===== src/rtl/sram_pkg.sv =====
// Shared definitions for the SRAM port-0 arbiter: default geometry,
// requester ids and the arbiter state encoding.
package sram_pkg;

    localparam int ADDR_WIDTH = 8;
    localparam int DATA_WIDTH = 32;
    localparam int NUM_WMASKS = DATA_WIDTH / 8;
    localparam int NUM_REQ    = 2;

    localparam int REQ_HOST = 0;
    localparam int REQ_FPU  = 1;

    typedef enum logic {
        LK_UNLOCKED = 1'b0,
        LK_LOCKED   = 1'b1
    } lock_state_e;

    // Architectural arbiter state, grouped so a checker can bind to one signal.
    typedef struct packed {
        lock_state_e state;
        logic        owner;
        logic        ptr;
    } arb_state_t;

endpackage


===== src/rtl/sram_port_arbiter_rr_arb2.sv =====
// Two-way round-robin arbiter with a bounded lock for read-modify-write
// sequences. Grants are combinational; pointer/lock state updates on a grant.
//
// Handshake: a request on requester i completes in the cycle where
// valid_i[i] & grant_o[i]; the grant never waits on anything but valid_i and
// the arbiter state, so there is no back-pressure.
module rr_arb2
    import sram_pkg::*;
#(
    parameter int LOCK_MAX = 4
) (
    input  logic               clk,
    input  logic               rst_n,
    input  logic [NUM_REQ-1:0] valid_i,
    input  logic [NUM_REQ-1:0] lock_i,
    output logic [NUM_REQ-1:0] grant_o
);

    localparam int CNT_W = $clog2(LOCK_MAX + 1);
    localparam logic [CNT_W-1:0] LOCK_MAX_C = CNT_W'(LOCK_MAX);

    arb_state_t       st_q, st_d;
    logic [CNT_W-1:0] cnt_q, cnt_d;
    logic             win;
    logic             any;
    logic [CNT_W-1:0] run_cnt;

    // State register: pointer, lock owner and consecutive-grant counter.
    always_ff @(posedge clk or negedge rst_n) begin
        if (!rst_n) begin
            st_q  <= '{state: LK_UNLOCKED, owner: 1'b0, ptr: 1'(REQ_HOST)};
            cnt_q <= '0;
        end else begin
            st_q  <= st_d;
            cnt_q <= cnt_d;
        end
    end

    // Pick the winner (lock owner first, then pointer order) and compute next state.
    always_comb begin
        st_d    = st_q;
        cnt_d   = cnt_q;
        grant_o = '0;
        win     = 1'b0;
        any     = 1'b0;
        run_cnt = '0;

        if (st_q.state == LK_LOCKED && valid_i[st_q.owner]) begin
            any = 1'b1;
            win = st_q.owner;
        end else if (valid_i[st_q.ptr]) begin
            any = 1'b1;
            win = st_q.ptr;
        end else if (valid_i[~st_q.ptr]) begin
            any = 1'b1;
            win = ~st_q.ptr;
        end

        // Nothing is granted while reset is held.
        if (!rst_n) begin
            any = 1'b0;
        end

        if (any) begin
            grant_o[win] = 1'b1;
            if (st_q.state == LK_LOCKED && win != st_q.owner) begin
                // Owner idle: the other side borrows the port, lock is kept.
                st_d.ptr = ~win;
            end else begin
                run_cnt = (st_q.state == LK_LOCKED) ? cnt_q + CNT_W'(1) : CNT_W'(1);
                if (lock_i[win] && run_cnt < LOCK_MAX_C) begin
                    st_d.state = LK_LOCKED;
                    st_d.owner = win;
                    cnt_d      = run_cnt;
                end else begin
                    // Voluntary or forced release hands priority to the other side.
                    st_d.state = LK_UNLOCKED;
                    st_d.owner = 1'b0;
                    st_d.ptr   = ~win;
                    cnt_d      = '0;
                end
            end
        end
    end

endmodule


===== src/rtl/sram_port_arbiter.sv =====
// Shares SRAM RW port 0 between the host loader (req0) and the FPU engine
// (req1). Port pins are driven straight from the granted request; read data
// comes back one cycle later, tagged one-hot to the requester that issued it.
module sram_port_arbiter #(
    parameter int ADDR_WIDTH = sram_pkg::ADDR_WIDTH,
    parameter int DATA_WIDTH = sram_pkg::DATA_WIDTH,
    parameter int NUM_WMASKS = sram_pkg::NUM_WMASKS,
    parameter int LOCK_MAX   = 4
) (
    input  logic                    clk,
    input  logic                    rst_n,
    input  logic [1:0]              rq_valid,
    input  logic [1:0]              rq_we,
    input  logic [1:0]              rq_lock,
    input  logic [2*NUM_WMASKS-1:0] rq_wmask,
    input  logic [2*ADDR_WIDTH-1:0] rq_addr,
    input  logic [2*DATA_WIDTH-1:0] rq_wdata,
    output logic [1:0]              rq_ready,
    output logic [1:0]              rsp_valid,
    output logic [DATA_WIDTH-1:0]   rsp_rdata,
    output logic                    sram_csb0,
    output logic                    sram_web0,
    output logic [NUM_WMASKS-1:0]   sram_wmask0,
    output logic [ADDR_WIDTH-1:0]   sram_addr0,
    output logic [DATA_WIDTH-1:0]   sram_din0,
    input  logic [DATA_WIDTH-1:0]   sram_dout0
);

    logic [1:0] grant;
    logic       gidx;
    logic       gnt_any;
    logic [1:0] rsp_pend_q, rsp_pend_d;

    rr_arb2 #(
        .LOCK_MAX(LOCK_MAX)
    ) u_arb (
        .clk    (clk),
        .rst_n  (rst_n),
        .valid_i(rq_valid),
        .lock_i (rq_lock),
        .grant_o(grant)
    );

    assign rq_ready = grant;
    assign gidx     = grant[sram_pkg::REQ_FPU];
    assign gnt_any  = |grant;

    // Steer the granted request onto the SRAM pins; idle pins are parked inactive.
    always_comb begin
        sram_csb0   = 1'b1;
        sram_web0   = 1'b1;
        sram_wmask0 = '0;
        sram_addr0  = '0;
        sram_din0   = '0;
        if (gnt_any) begin
            sram_csb0  = 1'b0;
            sram_web0  = ~rq_we[gidx];
            sram_addr0 = gidx ? rq_addr[ADDR_WIDTH +: ADDR_WIDTH]
                              : rq_addr[0 +: ADDR_WIDTH];
            sram_din0  = gidx ? rq_wdata[DATA_WIDTH +: DATA_WIDTH]
                              : rq_wdata[0 +: DATA_WIDTH];
            if (rq_we[gidx]) begin
                sram_wmask0 = gidx ? rq_wmask[NUM_WMASKS +: NUM_WMASKS]
                                   : rq_wmask[0 +: NUM_WMASKS];
            end
        end
    end

    // A read grant this cycle becomes a tagged response next cycle.
    always_comb begin
        rsp_pend_d = grant & ~rq_we;
    end

    // Response pipe; reset drops any pending response immediately.
    always_ff @(posedge clk or negedge rst_n) begin
        if (!rst_n) begin
            rsp_pend_q <= '0;
        end else begin
            rsp_pend_q <= rsp_pend_d;
        end
    end

    assign rsp_valid = rsp_pend_q;
    assign rsp_rdata = sram_dout0;

endmodule

===== config.mk =====
export PLATFORM = sky130hd
export DESIGN_NAME = sram_port_arbiter
export DESIGN_NICKNAME = d
export VERILOG_FILES = /design/src/rtl/sram_pkg.sv /design/src/rtl/sram_port_arbiter_rr_arb2.sv /design/src/rtl/sram_port_arbiter.sv
export SDC_FILE = /design/constraint.sdc
export NUM_CORES = 1
export LEC_CHECK = 0
export ABC_CLOCK_PERIOD_IN_PS = 1710
export CORE_ASPECT_RATIO = 0.5
export CORE_UTILIZATION = 21
export DETAILED_ROUTE_END_ITERATION = 6
export MAX_ROUTING_LAYER = met4
export PLACE_DENSITY = 0.78
export SYNTH_ARGS = -nofsm -noshare
export SYNTH_HDL_FRONTEND = slang
export SYNTH_SLANG_ARGS = --single-unit

===== constraint.sdc =====
create_clock -name clk -period 1.71 [get_ports clk]
set_clock_uncertainty 0.2 [all_clocks]
set_input_delay 0.2565 -clock clk [delete_from_list [all_inputs] [get_ports clk]]
set_output_delay 0.2565 -clock clk [all_outputs]
set_load 0.01 [all_outputs]

==> Word-level counts from Yosys, hierarchy flattened <==
Index checks and enable logic that the tools add are counted.
{ "totals": {"inputBits": 128, "reg_bits": 8} }
{ "classes": {"n_mux": 34, "bitwise_logic": 6, "n_reduce_logical": 7, "n_addsub": 1, "magnitude_cmp": 7, "eq_ne": 2} }
{ "ops": {"columns": ["operator", "count"], "rows": [
  ["32-bit 2-to-1 mux", 2],
  ["1-bit 2-to-1 mux", 22],
  ["8-bit 2-to-1 mux", 2],
  ["4-bit 2-to-1 mux", 3],
  ["1-bit by 2-bit < comparator with 1-bit output (second input constant)", 5],
  ["3-bit 2-to-1 mux", 2],
  ["1-bit logical AND", 4],
  ["2-bit 2-to-1 mux", 2],
  ["1-bit inverter", 4],
  ["2-bit AND reduction", 2],
  ["3-bit by 1-bit adder with 3-bit output (second input constant)", 1],
  ["3-bit < comparator (second input constant)", 1],
  ["2-bit AND", 1],
  ["2-bit by 1-bit != test with 1-bit output (second input constant)", 1],
  ["2-bit inverter", 1],
  ["2-bit OR reduction", 1],
  ["1-bit demux with 1-bit select", 1],
  ["1-bit >= comparator (second input constant)", 1],
  ["1-bit != test", 1]
]} }

==> Depth between registers and ports, before layout <==
Gate-level depths: netlist of run 1.
{ "depth": {"depth_word": 15, "mapped_depth": 7} }

==> By module <==
From an unflattened synthesis of run 1, not the netlist that was laid out.
{ "unflattened": {"cells_unflattened": 147, "hier_area_um2": 1280.0} }
{ "by_module_without_submodules": {"columns": ["mod", "area_each_um2", "n_inst", "cells_each"], "rows": [
  ["sram_port_arbiter", 815.8, 1, 102],
  ["rr_arb2", 464.2, 1, 45]
]} }

==> Least setup slack after synthesis of run 1 <==
No wires, ideal clock.
{ "synth_timing": {"path_kind": "register to output", "start": "register u_arb.st_q[2] (netlist bit)", "end": "output sram_wmask0[1]", "n_path_buf": 2, "arrival_time_ns": 1.540, "slack_ns": -0.287, "stages_incl_launch_ff": 8, "path_cell_list": "dfrtp_1 -> buf_4 -> mux2i_2 -> a211o_4 -> clkinv_2 -> buf_6 -> nand3_1 -> a21oi_1"} }
{ "synth_via": {"elab_chain_len": 11, "word_cells_on_any_way": 16, "cone_classes": "order compare: 2; mux: 11; reduce/logical: 3"} }
{ "synth_rtl": {"columns": ["item", "line", "text"], "rows": [
  ["from (decl)", "sram_port_arbiter_rr_arb2.sv:22", "arb_state_t st_q, st_d;"],
  ["from (signal assigned)", "sram_port_arbiter_rr_arb2.sv:31", "st_q <= '{state: LK_UNLOCKED, owner: 1'b0, ptr: 1'(REQ_HOST)};"],
  ["from (signal assigned)", "sram_port_arbiter_rr_arb2.sv:34", "st_q <= st_d;"],
  ["1-bit logical AND (*)", "sram_port_arbiter_rr_arb2.sv:48", "if (st_q.state == LK_LOCKED && valid_i[st_q.owner]) begin"],
  ["1-bit 2-to-1 mux", "sram_port_arbiter_rr_arb2.sv:48", null],
  ["1-bit by 2-bit < comparator with 1-bit output (implied by the code) / 1-bit >= comparator (equally long branches)", "sram_port_arbiter_rr_arb2.sv:65", "grant_o[win] = 1'b1;"],
  ["1-bit logical AND (implied by the code)", "sram_port_arbiter_rr_arb2.sv:65", null],
  ["1-bit 2-to-1 mux (implied by the code)", "sram_port_arbiter_rr_arb2.sv:65", null],
  ["1-bit demux with 1-bit select", null, null],
  ["2-bit 2-to-1 mux (*)", "sram_port_arbiter_rr_arb2.sv:64", "if (any) begin"],
  ["1-bit 2-to-1 mux (implied by the code) (2 in a row)", "sram_port_arbiter.sv:62", "if (rq_we[gidx]) begin"],
  ["4-bit 2-to-1 mux", "sram_port_arbiter.sv:62", null],
  ["4-bit 2-to-1 mux (*)", "sram_port_arbiter.sv:55", "if (gnt_any) begin"],
  ["to (decl)", "sram_port_arbiter.sv:23", "output logic [NUM_WMASKS-1:0] sram_wmask0,"]
]} }
Mark *: on every way between the ends. The rest lies on a longest branch, timed or not. The select of a mux whose other input is x is not followed.

==> Final worst setup path of run 1 <==
{ "layout_timing": {"start": "register u_arb.st_q[2] (netlist bit)", "end": "output sram_addr0[1]"} }
{ "layout_via": {"elab_chain_len": 9, "word_cells_on_any_way": 13, "cone_classes": "order compare: 2; mux: 8; reduce/logical: 3"} }
{ "layout_rtl": {"columns": ["item", "line", "text"], "rows": [
  ["1-bit logical AND (*)", "sram_port_arbiter_rr_arb2.sv:48", null],
  ["1-bit 2-to-1 mux", "sram_port_arbiter_rr_arb2.sv:48", null],
  ["1-bit by 2-bit < comparator with 1-bit output (implied by the code) / 1-bit >= comparator (equally long branches)", "sram_port_arbiter_rr_arb2.sv:65", null],
  ["1-bit logical AND (implied by the code)", "sram_port_arbiter_rr_arb2.sv:65", null],
  ["1-bit 2-to-1 mux (implied by the code)", "sram_port_arbiter_rr_arb2.sv:65", null],
  ["1-bit demux with 1-bit select", null, null],
  ["2-bit 2-to-1 mux (*)", "sram_port_arbiter_rr_arb2.sv:64", null],
  ["8-bit 2-to-1 mux / 2-bit OR reduction (equally long branches)", "sram_port_arbiter.sv:58, sram_port_arbiter.sv:46", null],
  ["8-bit 2-to-1 mux (*)", "sram_port_arbiter.sv:55", null],
  ["to (decl)", "sram_port_arbiter.sv:24", "output logic [ADDR_WIDTH-1:0] sram_addr0,"]
]} }
Mark *: on every way between the ends. The rest lies on a longest branch, timed or not.

==> flow_summary.yaml, run 1 <==
global_route:
  initial_antenna_violation_count: 0
  globalRouteOverflowTotal: 0
  grt_pass1_wl_um: 11700
  global_route.usage.total_pct: 23.0
  vias_in_the_first_global_route: 2235
  grt_max_degree: 21
critical_path:
  critical_path.startpoint_type: "register"
  cp-end-kind: "primary output"
  worstPathMaxFanout: 6
  critPathBufInv: 4
  crit_path_max_incr_delay_ns: 0.42
  crit_chain: "mux2i_4 > a21oi_4 > buf_6 > buf_16 > buf_12 > a311oi_4 > buf_2"
  timing.critical_path.arrival_ns: 1.94
  worst-setup-path-type: "register to primary output"
  setup.reg_to_reg.worst_slack_ns: -0.28
  worst_ep_required_time_ns: 1.25
  critPathTopFamily: "buffers and inverters"
  cpMaxStageDelayCell: "sky130_fd_sc_hd__dfrtp_2"
routing:
  post-route-drc-count: 0
  first_pass_iters: 4
  route.detailed.vias_per_inst: 4.89
  average_wire_per_cell_in_the_routed_design_um: 18.3
  post_detailed_route_count_of_antenna_violating_nets: 0
  dr_wl_met2_um: 4160
  wl_met3_um: 388
  m1WireLength_um: 3500
  top_layer_used: "met4"
  drtIter0Drc: 122
  postRouteWirelength_um: 8180
  vias: 2182
cells_and_area:
  insertedDiodeCount: 0
  layout.cells.most_common_list: "sky130_fd_sc_hd__clkdlybuf4s50_1, sky130_fd_sc_hd__buf_2, sky130_fd_sc_hd__buf_6"
  filler_cell_count: 497
  post_route_cells_drive_above_1_share_pct: 46.9
  sequential_cell_area_um2: 201
  multi_input_comb_area_mm2: 0.00111
  final_common_cell: "sky130_fd_sc_hd__clkdlybuf4s50_1"
  area_delta_synth_final_pct: 151
  num-nets-final: 489
status:
  failing_checks: "setup timing"
  status: "finished with violations"
timing:
  holdWs_ns: 0.309
  final_clock_period_utilization_by_the_worst_path_pct: 140
  final_critical_path_setup_slack_ns: -0.689
  report.final.slew_viol_count: 0
  unrepaired_setup_endpoints_after_global_routing: "true"
  tightestPinTransition_ns: 0.556
  max_freq_mhz: 417
  slew_headroom_pct: 62.9
  finalHoldViolCount: 0
  timing.final.setup_violations: 55
  clock_period_minus_final_worst_setup_slack_ns: 2.40
synthesis:
  synth_seq_cells: 8
  synth.top_cell.area_share_pct: 19.4
  synth.distinct_cells: 31
  synth_ff_type: "sky130_fd_sc_hd__dfrtp_1"
  synth_enable_flop_cells: 0
  synthesis.nets: 326
  synth.largest_area_cell: "sky130_fd_sc_hd__buf_4"
  syn-cell-area_mm2: 0.00139
  synthesis.yosys.warnings: 0
  fraction_of_the_yosys_area_taken_by_sequential_cells_pct: 14.4
  async_reset_ff_share_pct: 100
  ys_top_cells_by_area: "sky130_fd_sc_hd__buf_4, sky130_fd_sc_hd__a311oi_1, sky130_fd_sc_hd__dfrtp_1"
  syn-mean-instance-area_um2: 7.07
  synthesis.instances: 197
clocking:
  cts.path.max_buffers: 2
  cts-buffers-inserted: 3
  tritoncts: "built"
  h-tree-depth: 1
  cts_root_buffer: "sky130_fd_sc_hd__clkbuf_16"
  clock_sink_count: 8
  clk-insertion-delay-late_ns: 0.24
  cts.clk_slew.worst_paths_ns: 0.04
die:
  dieWidth_um: 117
  floorplan.io_pins: 210
  placeableCoreArea_mm2: 0.00623
  num_rows: 20
  die_area_mm2: 0.00698
  die_height_um: 59.6
  initial_core_utilization_pct: 22.3
power_and_ir_drop:
  totalPowerFinal_w: 0.00251
  power_density_mw_per_mm2: 719
  vdd_ir_drop_max_mv: 0.346
  total_leakage_power_nw: 1.59
job:
  maxCapViolations: 0
placed_design:
  portBuffers: 145
  dpl.hpwl_um: 5390
  routability_cong: 0.840
min_path:
  min_path_type: "register to register"
-- what timing repair did --
action	4_1_cts	5_1_grt
cloned	6	1
hold buffers	1	0
pin swaps	19	25
resized for setup	240	27
setup endpoints to repair	55	54
hold endpoints to repair	8	0
buffers inserted	15	8
-- final timing paths --
kind	start	end	cells after the start
max	u_arb.st_q[2]	sram_addr0[1]	7
min	u_arb.cnt_q[1]	u_arb.cnt_q[1]	2
max reg2reg	u_arb.st_q[2]	u_arb.st_q[0]	8
min reg2reg	u_arb.cnt_q[1]	u_arb.cnt_q[1]	2
max in group asynchronous	rst_n	rsp_valid[1]	4
min in group asynchronous	rst_n	u_arb.st_q[2]	4
-- synthesized netlist by cell type (all sizes together), types with 2 or more instances --
master,count
a21bo,2
a21o,2
a21oi,7
a22o,17
a311oi,23
buf,40
clkbuf,8
dfrtp,8
inv,26
nand2,11
nand3,8
nor2,25
nor2b,2
o21ai,5
o31ai,2
-- flip-flops by register name, summed over array words and instances (netlist names) --
name	count
u_arb.st_q	3
rsp_valid	2
u_arb.cnt_q	3
-- logic make-up after synthesis --
family / Yosys count / share of synthesized area, %
AOI/OAI and AO/OA: 62 / 37.0
xor gates and xnor gates: 1 / 0.629
adders and majority gates: 1 / 0.898
buffers and inverters: 75 / 30.8
DFF: 8 / 14.4
muxes: 2 / 1.80
and+or+nand+nor: 48 / 14.5
-- per-stage QoR --
step	utilization, %	area [um2]	std cells	TNS (ns)	worst slack [ns]
finish	56.1	3500	446	-28.52	-0.689
global route	56.1	3500	446	-30.99	-0.742
CTS	53.7	3350	438	-24.91	-0.639
detailed placement	49.8	3100	413	-46.08	-0.929
global placement	49.8	3100	413	-44.38	-0.906
floorplan	-	1620	197	-7.80	-0.220
-- report_power, final --
group          total, W  switching (W)  internal, W
clock          0.000400      0.0000975     0.000302
sequential     0.000304      0.0000643     0.000240
combinational   0.00181       0.000805      0.00100
total           0.00251       0.000966      0.00155
-- tightest hold or removal path, stage by stage (launching register included) --
cell                      delay (ns)
sky130_fd_sc_hd__dfrtp_1        0.35
sky130_fd_sc_hd__nand2_1        0.07
sky130_fd_sc_hd__o31ai_2        0.05
-- final cells by class --
type / count / share of cell area, %
clock buffers: 3 / 2.15
inverters: 27 / 3.26
multi-input cells: 114 / 31.7
flip-flops and latches: 8 / 5.76
well taps: 88 / 3.15
repair buffers: 203 / 53.1
repair inverters: 3 / 0.894
-- per-layer routing --
| metal | vias to the layer above | track usage (%) |
|---|---|---|
| met3 | 15 | 4.81 |
| met1 | 1100 | 28.1 |
| li1 | 992 | - |
| met5 | - | - |
| met4 | 0 | 5.79 |
| met2 | 75 | 38.7 |
Note: power is estimated with default switching activity, not from simulation.
==> run 2: changes to the inputs <==
CORE_UTILIZATION = 22   (was 21)
CTS_BUF_LIST = sky130_fd_sc_hd__clkbuf_4   (was default)
PLACE_DENSITY = 0.81   (was 0.78)
==> run 2 against run 1 <==
  * The run still ends with setup timing left
  * Via count is 1.0% higher
  * Cell count is 0.45% lower
  * First-iteration DRC count is 7.4% higher
  * Die area is 4.4% lower
  * Largest cell class unchanged
  * Highest routed layer unchanged
==> flow_summary.yaml, run 2 (synthesis results as in run 1) <==
status:
  status: "finished with violations"
  failing_checks: "setup timing"
die:
  floorplan.io_pins: 210
  initial_core_utilization_pct: 22.9
  dieWidth_um: 115
  die_height_um: 58.3
  die_area_mm2: 0.00667
  num_rows: 20
  placeableCoreArea_mm2: 0.00608
clocking:
  clock_sink_count: 8
  h-tree-depth: 1
  clk-insertion-delay-late_ns: 0.27
  cts-buffers-inserted: 3
  cts.clk_slew.worst_paths_ns: 0.05
  cts.path.max_buffers: 2
  tritoncts: "built"
  cts_root_buffer: "sky130_fd_sc_hd__clkbuf_4"
critical_path:
  worst-setup-path-type: "register to primary output"
  cp-end-kind: "primary output"
  worst_ep_required_time_ns: 1.25
  worstPathMaxFanout: 6
  critical_path.startpoint_type: "register"
  timing.critical_path.arrival_ns: 1.95
  cpMaxStageDelayCell: "sky130_fd_sc_hd__dfrtp_2"
  crit_chain: "buf_4 > mux2_4 > a21oi_4 > buf_6 > buf_12 > a22o_1 > buf_2"
  crit_path_max_incr_delay_ns: 0.43
global_route:
  initial_antenna_violation_count: 0
  vias_in_the_first_global_route: 2108
  globalRouteOverflowTotal: 0
  grt_pass1_wl_um: 11000
  grt_max_degree: 24
  global_route.usage.total_pct: 22.0
routing:
  post-route-drc-count: 0
  vias: 2204
  postRouteWirelength_um: 8030
  post_detailed_route_count_of_antenna_violating_nets: 0
  drtIter0Drc: 131
  first_pass_iters: 4
  route.detailed.vias_per_inst: 4.96
  average_wire_per_cell_in_the_routed_design_um: 18.1
min_path:
  min_path_type: "register to register"
timing:
  final_clock_period_utilization_by_the_worst_path_pct: 141
  report.final.slew_viol_count: 0
  max_freq_mhz: 416
  timing.final.setup_violations: 53
  tightestPinTransition_ns: 0.359
  finalHoldViolCount: 0
  slew_headroom_pct: 76.0
  final_critical_path_setup_slack_ns: -0.695
  unrepaired_setup_endpoints_after_global_routing: "true"
  clock_period_minus_final_worst_setup_slack_ns: 2.41
  holdWs_ns: 0.300
power_and_ir_drop:
  cellInternalPower_w: 0.00124
  vdd_ir_drop_max_mv: 0.227
  power.share.sequential_pct: 13.9
  power_density_mw_per_mm2: 629
  netSwitchingPower_w: 0.000868
  clock_power_share_pct: 7.3
  comb_power_share_pct: 78.8
  switching_share_pct: 41.1
  total_leakage_power_nw: 1.53
cells_and_area:
  num-nets-final: 487
  utilization_pct: 55.2
  area_delta_synth_final_pct: 141
  post_route_cells_drive_above_1_share_pct: 44.9
  insertedDiodeCount: 0
  layout.cells.most_common_list: "sky130_fd_sc_hd__clkdlybuf4s50_1, sky130_fd_sc_hd__buf_2, sky130_fd_sc_hd__buf_4"
  stdcell_area_mm2: 0.00336
  final_common_cell: "sky130_fd_sc_hd__clkdlybuf4s50_1"
  finish.cell_count_without_fillers: 444
placed_design:
  portBuffers: 145
  dpl.hpwl_um: 5360
  detailed_place.area_mm2: 0.00313
  routability_cong: 0.845
  post-place-cells: 413
job:
  maxCapViolations: 0
[run 2: changes by cell type in the layout (fill, tap and decap cells not counted), moves of 3 or more]
cell	previous run	this run
sky130_fd_sc_hd__nor2_2	4	0
sky130_fd_sc_hd__buf_12	4	7
sky130_fd_sc_hd__clkbuf_4	0	3
sky130_fd_sc_hd__buf_4	25	31
sky130_fd_sc_hd__nor2_1	20	23
sky130_fd_sc_hd__buf_6	27	18
[run 2: per-layer routing]
| metal | part of all wire (%) | vias up | GRT usage (%) |
|---|---|---|---|
| met5 | 0 | - | - |
| met4 | 4.0 | 0 | 6.86 |
| met3 | 7.3 | 36 | 5.54 |
| met2 | 51 | 94 | 37.1 |
| met1 | 37 | 1090 | 25.9 |
| li1 | - | 984 | - |
[run 2: area by class of cell]
class                   instances  area (um2)
clock buffers                   3        22.5
multi-input cells             114        1070
fillers                       514        2730
inverters                      27         114
flip-flops and latches          8         201
well taps                      88         110
repair buffers                204        1840
[run 2: power by group through the flow]
stage / logic (W) / clock network, W / registers, W
3_5_place_dp: 0.00138 / 0 / 0.000298
4_1_cts: 0.00145 / 0.000150 / 0.000288
6_report: 0.00166 / 0.000154 / 0.000293
2_1_floorplan: 0.000736 / 0 / 0.000283
3_3_place_gp: 0.00134 / 0 / 0.000292
5_1_grt: 0.00176 / 0.000170 / 0.000300
[run 2: worst paths after layout]
check	cells past startpoint	from	slack, ns	end
worst max-delay path	7	u_arb.st_q[2]	-0.70	sram_din0[15]
max in group asynchronous	3	rst_n	0.55	u_arb.st_q[2]
worst min register to register	2	u_arb.cnt_q[1]	0.30	u_arb.cnt_q[1]
min in group asynchronous	3	rst_n	0.31	u_arb.st_q[1]
worst min-delay path	2	u_arb.cnt_q[1]	0.30	u_arb.cnt_q[1]
worst max register to register	7	u_arb.st_q[2]	-0.24	u_arb.st_q[1]
[run 2: timing repair]
item                                    4_1_cts  5_1_grt
buffers inserted                             15        9
pin swaps                                    17       11
gates resized for setup                     215       33
endpoints found under the setup margin       55       54
endpoints found under the hold margin         8        0
gates cloned                                  1        2
hold buffers                                  2        0
[run 2: through the flow]
| stage | setup slack, ns | total power (W) | setup TNS [ns] |
|---|---|---|---|
| 5_1_grt | -0.765 | 0.00223 | -33.02 |
| 6_report | -0.695 | 0.00211 | -29.16 |
| 4_1_cts | -0.633 | 0.00189 | -26.79 |
| 3_5_place_dp | -0.918 | 0.00168 | -43.71 |
| 3_3_place_gp | -0.877 | 0.00163 | -42.27 |
| 2_1_floorplan | -0.220 | 0.00102 | -7.80 |
[run 2: worst max-delay path: cells and delay by family, from the launching register on]
family | cells | cell delay [ns]
flip-flops | 1 | 0.43
AO/OA/AOI/OAI | 2 | 0.35
buffers and inverters | 4 | 0.59
multiplexers | 1 | 0.32
